`src/rtl/sequence_generator_tx.sv`:
```
// sequence_generator_tx: parallel-to-serial transmitter for the bit-stream link.
// Words enter through a valid/ready handshake and leave MSB-first on x, one bit
// per clock. A line monitor counts every "110" seen on x (idle zeros included)
// so a downstream sequence detector's hit count can be cross-checked.
module sequence_generator_tx #(
  parameter int WIDTH = 8,  // bits per parallel word (>=1)
  parameter int CNT_W = 8   // width of the saturating pattern counter
) (
  input  logic             clk,
  input  logic             rst,
  input  logic [WIDTH-1:0] din,
  input  logic             din_valid,
  output logic             din_ready,
  output logic             x,
  output logic             x_valid,
  output logic             last,
  output logic             busy,
  input  logic             clr_cnt,
  output logic [CNT_W-1:0] pat_cnt
);

  // Bit counter width; a 1-bit word still gets a 1-bit counter.
  localparam int BCW = (WIDTH > 1) ? $clog2(WIDTH) : 1;

  typedef enum logic {
    IDLE  = 1'b0,
    SHIFT = 1'b1
  } state_t;

  state_t           state;
  state_t           state_nxt;
  logic [WIDTH-1:0] shreg;     // bits still to send, next bit at the MSB
  logic [BCW-1:0]   bit_cnt;   // bits remaining after the one now on x
  logic [1:0]       hist;      // x one cycle ago in [0], two cycles ago in [1]
  logic             accept;
  logic             load;
  logic             shift_en;
  logic             hit;

  // Ready depends only on registered state, so there is no path from din_valid.
  // In SHIFT, last is high exactly on the final-bit cycle of a word.
  always_comb begin
    din_ready = (state == IDLE) | ((state == SHIFT) & last);
    busy      = (state == SHIFT);
    accept    = din_valid & din_ready;
  end

  // Next-state and datapath-control decode.
  always_comb begin
    // NOTE: every output of a combinational block gets a default first, so no
    // path leaves it unassigned and no latch is inferred.
    state_nxt = state;
    load      = 1'b0;
    shift_en  = 1'b0;
    unique case (state)
      IDLE: begin
        if (accept) begin
          state_nxt = SHIFT;
          load      = 1'b1;
        end
      end
      SHIFT: begin
        if (last) begin
          // Final bit on the line: reload for a zero-gap follow-on word, or stop.
          if (accept) load      = 1'b1;
          else        state_nxt = IDLE;
        end else begin
          shift_en = 1'b1;
        end
      end
      default: state_nxt = IDLE;
    endcase
  end

  // State register.
  always_ff @(posedge clk) begin
    // NOTE: clocked state uses non-blocking assignments so every register
    // samples the pre-edge values, independent of statement order.
    if (rst) state <= IDLE;
    else     state <= state_nxt;
  end

  // Shift datapath: the serial outputs are registered, so the MSB appears the
  // cycle after acceptance and the line drops to 0 whenever no bit is sent.
  always_ff @(posedge clk) begin
    if (rst) begin
      shreg   <= '0;
      bit_cnt <= '0;
      x       <= 1'b0;
      x_valid <= 1'b0;
      last    <= 1'b0;
    end else if (load) begin
      x       <= din[WIDTH-1];
      shreg   <= din << 1;
      bit_cnt <= BCW'(WIDTH - 1);
      x_valid <= 1'b1;
      last    <= (WIDTH == 1);
    end else if (shift_en) begin
      x       <= shreg[WIDTH-1];
      shreg   <= shreg << 1;
      bit_cnt <= bit_cnt - BCW'(1);
      last    <= (bit_cnt == BCW'(1));
    end else begin
      x       <= 1'b0;
      x_valid <= 1'b0;
      last    <= 1'b0;
    end
  end

  // A "110" completes when the current bit is 0 and the two before it were 1.
  always_comb hit = ~x & (hist == 2'b11);

  // Line monitor: history follows x every cycle; the count saturates, and a
  // clear wins over a same-cycle hit but leaves the history intact.
  always_ff @(posedge clk) begin
    if (rst) begin
      hist    <= 2'b00;
      pat_cnt <= '0;
    end else begin
      hist <= {hist[0], x};
      if (clr_cnt)                  pat_cnt <= '0;
      else if (hit && ~&pat_cnt)    pat_cnt <= pat_cnt + CNT_W'(1);
    end
  end

endmodule

```
`config.mk`:
```
export PLATFORM = sky130hd
export DESIGN_NAME = sequence_generator_tx
export DESIGN_NICKNAME = d
export VERILOG_FILES = /design/src/rtl/sequence_generator_tx.sv
export SDC_FILE = /design/constraint.sdc
export NUM_CORES = 1
export LEC_CHECK = 0
export CAP_MARGIN = 20
export CORE_MARGIN = 2
export CORE_UTILIZATION = 48
export DETAILED_ROUTE_END_ITERATION = 6
export PLACE_DENSITY = 0.85
export SYNTH_ARGS = -nofsm -noshare
export SYNTH_HDL_FRONTEND = slang
export SYNTH_SLANG_ARGS = --single-unit
```
`constraint.sdc`:
```
create_clock -name clk -period 1.7 [get_ports clk]
set_input_delay 0.17 -clock clk [delete_from_list [all_inputs] [get_ports clk]]
set_output_delay 0.17 -clock clk [all_outputs]
set_load 0.05 [all_outputs]
```
==> impl_results.md <==
- Status: finished clean
- Lkg Pwr: between 0.5 and 0.6 nW
- DRC Markers: 0
- Nets: between 100 and 150
- Port Buf Inserts: 24
- Gr usage total: 0.169
- Number of antenna diodes: 0
- Antenna violations before repair: 0
- Clk_skew: around 0.0019 ns
- Multi-input gate area: around 550 um^2
- Critical Path Fanout Max: 3
- Clock root buffer: clkbuf_4
- Final Slew Violations: 0
- Placed cell areas: approximately 0.0013 mm^2
- Data required time at the worst endpoint: 1.53 ns
- Crit path launch: x
- DR pass1 iterations: 3
- Total negative setup slack: 0 ns
- Fin crit share: 0.958
- CP Buf/Inv Count: 1
- Storage cell area: slightly below 500 um^2
- Routed wire length: 1.97 mm
- Slowest cell on crit path: clkdlybuf4s50_1
- Vias: roughly 840
- Sequential cell area fraction in the yosys report: 0.443
- Max incr delay on CP: 0.80 ns
- Clk slew on worst S/H paths: approximately 0.12 ns
- Design Area, Final: approximately 0.0013 mm^2
- Pin count of the biggest net entering global routing: 18
- Final hold viol count: 0
- Die X-Extent: 51.5 um
- Commonest non-fill, non-tap cell in the layout: dfxtp_1
- Vias in the first global route: between 700 and 800
- Sink Count: 24
- Worst hold path type: in -> reg
- Drt initial violations: 4
- CTS max path bufs: 2
- Routability cong.: between 0.7 and 0.8
- Crit end category: primary output
- Max Clk Rate: 0.614 GHz
- Yosys Warn Count: 0
- Top delay family on crit path: buffers and inverters
- Post-DRT Antenna Nets: 0
- Slew @ Worst Pin: between 0.4 and 0.5 ns
- Top-Level Pins: 25
- Worst Path Arrival: around 1.5 ns
- Final worst slack: slightly above 0.07 ns
- Hold Startpoint: din[7]
- Avg Inst Size Synth: about 10 um^2
- Clock latency on the worst-skew pair: approximately 0.30 ns
- Row count: 17
- WHS: 0.443 ns
- Mapped Area: roughly 0.0011 mm^2
- H-tree depth: 1
- Number of buffers created by CTS: 3
- Most frequent cells in the layout: dfxtp_1 (24), nor2_1 (17), clkdlybuf4s50_1 (14), buf_4 (10)
- Die Footprint: ~0.0027 mm^2
- Ratio of cells with drive above 1 in the final layout: 0.160
- Avg Vias per Cell: between 5 and 6
- First-pass GRT wire length: roughly 3.4 mm
- Ys async rst share: 0
- Top FF cell, synth: dfxtp_1
- CTS Hold Bufs: 0
- Post-DP HPWL: about 1.5 mm
- Cells after synthesis: between 100 and 150
- Yosys cell types: 35
- Post-Syn Nets: between 100 and 150
- Flops & latches, synth: 24
- Wire per inst: roughly 12 um
- RSZ-0062 raised after global routing: false
- Peak supply drop: between 400 and 500 uV
- Slew headroom: 0.667
- Clock period minus worst slack: approximately 1.6 ns
- CP Launch Type: register
- Pwr dens: 751 mW/mm^2
- Post-Place Setup Slack: roughly 0.28 ns
- P&R area growth vs syn: 23.8%
- Crit Path Category: reg -> out
- Reg-to-Reg Start: pat_cnt[0]
- Number of flops mapped to enable cells by yosys: 0
- Die H: roughly 52 um
- Core area: between 0.002 and 0.0025 mm^2
- CP Cell Sequence: clkdlybuf4s50_1
- Max-cap violations: 0
- Finish-stage setup viols: 0
- TritonCTS clock tree: built
- Layout fillers: 199
- Starting Density: 0.500
- Total grt overflow: 0
-- stage by stage --
stage | power, mW | util | cells
2_1_floorplan | 0.730 | - | 109
3_3_place_gp | 0.783 | 0.609 | 156
3_5_place_dp | 0.787 | 0.609 | 156
4_1_cts | 1.03 | 0.619 | 159
5_1_grt | 1.06 | 0.619 | 159
6_report | 1.01 | 0.619 | 159
-- cell usage after synthesis (2+ instances only) --
| library cell | number | area, um^2 |
|---|---|---|
| o211ai_1 | 3 | 22.5 |
| nor3_1 | 3 | 15.0 |
| nor2b_1 | 2 | 12.5 |
| dfxtp_1 | 24 | 480 |
| buf_2 | 2 | 10.0 |
| xor2_1 | 6 | 52.6 |
| and3_1 | 2 | 12.5 |
| nand2_1 | 5 | 18.8 |
| nor2_1 | 17 | 63.8 |
| ha_1 | 3 | 37.5 |
| mux2i_1 | 8 | 80.1 |
| a211oi_1 | 8 | 60.1 |
| inv_1 | 2 | 7.51 |
| buf_4 | 2 | 15.0 |
| or3_1 | 2 | 12.5 |
-- path summary, 6_finish.rpt --
check,end,slack (ns),depth (start not counted)
setup / recovery,x,0.07,1
hold / removal,x,0.44,3
setup reg to reg,pat_cnt[3],0.27,5
hold reg to reg,hist[1],0.47,1
-- sequential cells by signal, indices dropped and copies added (netlist names) --
signal,flops
hist,2
last,1
x_valid,1
pat_cnt,8
bit_cnt,3
busy,1
x,1
shreg,7
-- repair_timing --
item	CTS	global route
endpoints found under the setup margin	1	0
endpoints found under the hold margin	0	0
buffers inserted	0	0
resized for setup	1	0
-- power by group --
group | switching, mW | internal, mW
clock | 0.153 | 0.0825
combinational | 0.0865 | 0.0784
sequential | 0.0167 | 0.591
-- worst min-delay path, stage by stage --
cell,delay (ns)
clkdlybuf4s50_1,0.39
nand3_1,0.08
a21oi_1,0.06
-- cell families (layout without fill, tap and decap cells) --
family                   count (synthesis)  after routing  synth area share
flip-flops                              24             24             0.443
AO/OA/AOI/OAI                           18             18             0.135
adder cells (fa/ha/maj)                  3              3            0.0346
buffers and inverters                   10             32            0.0531
AND/OR/NAND/NOR                         40             40             0.212
XOR/XNOR                                 6              6            0.0484
multiplexers                             8              8            0.0738
-- final cells by class --
cell class	count	area share
multi-input cells	75	0.407
flip-flops and latches	24	0.358
repair buffers	26	0.182
well taps	28	0.0261
clock buffers	3	0.0168
inverters	3	0.0103
-- metal layers --
metal / GRT usage / part of all wire / routed length (um) / up-vias
met5: 0 / 0 / 0 / -
met4: 0.0526 / 0.0031 / 6 / 0
met3: 0.0316 / 0.047 / 93 / 2
met2: 0.318 / 0.52 / 1030 / 16
met1: 0.190 / 0.43 / 841 / 391
li1: - / - / - / 428
No activity file was read; power rests on OpenSTA's default activity.
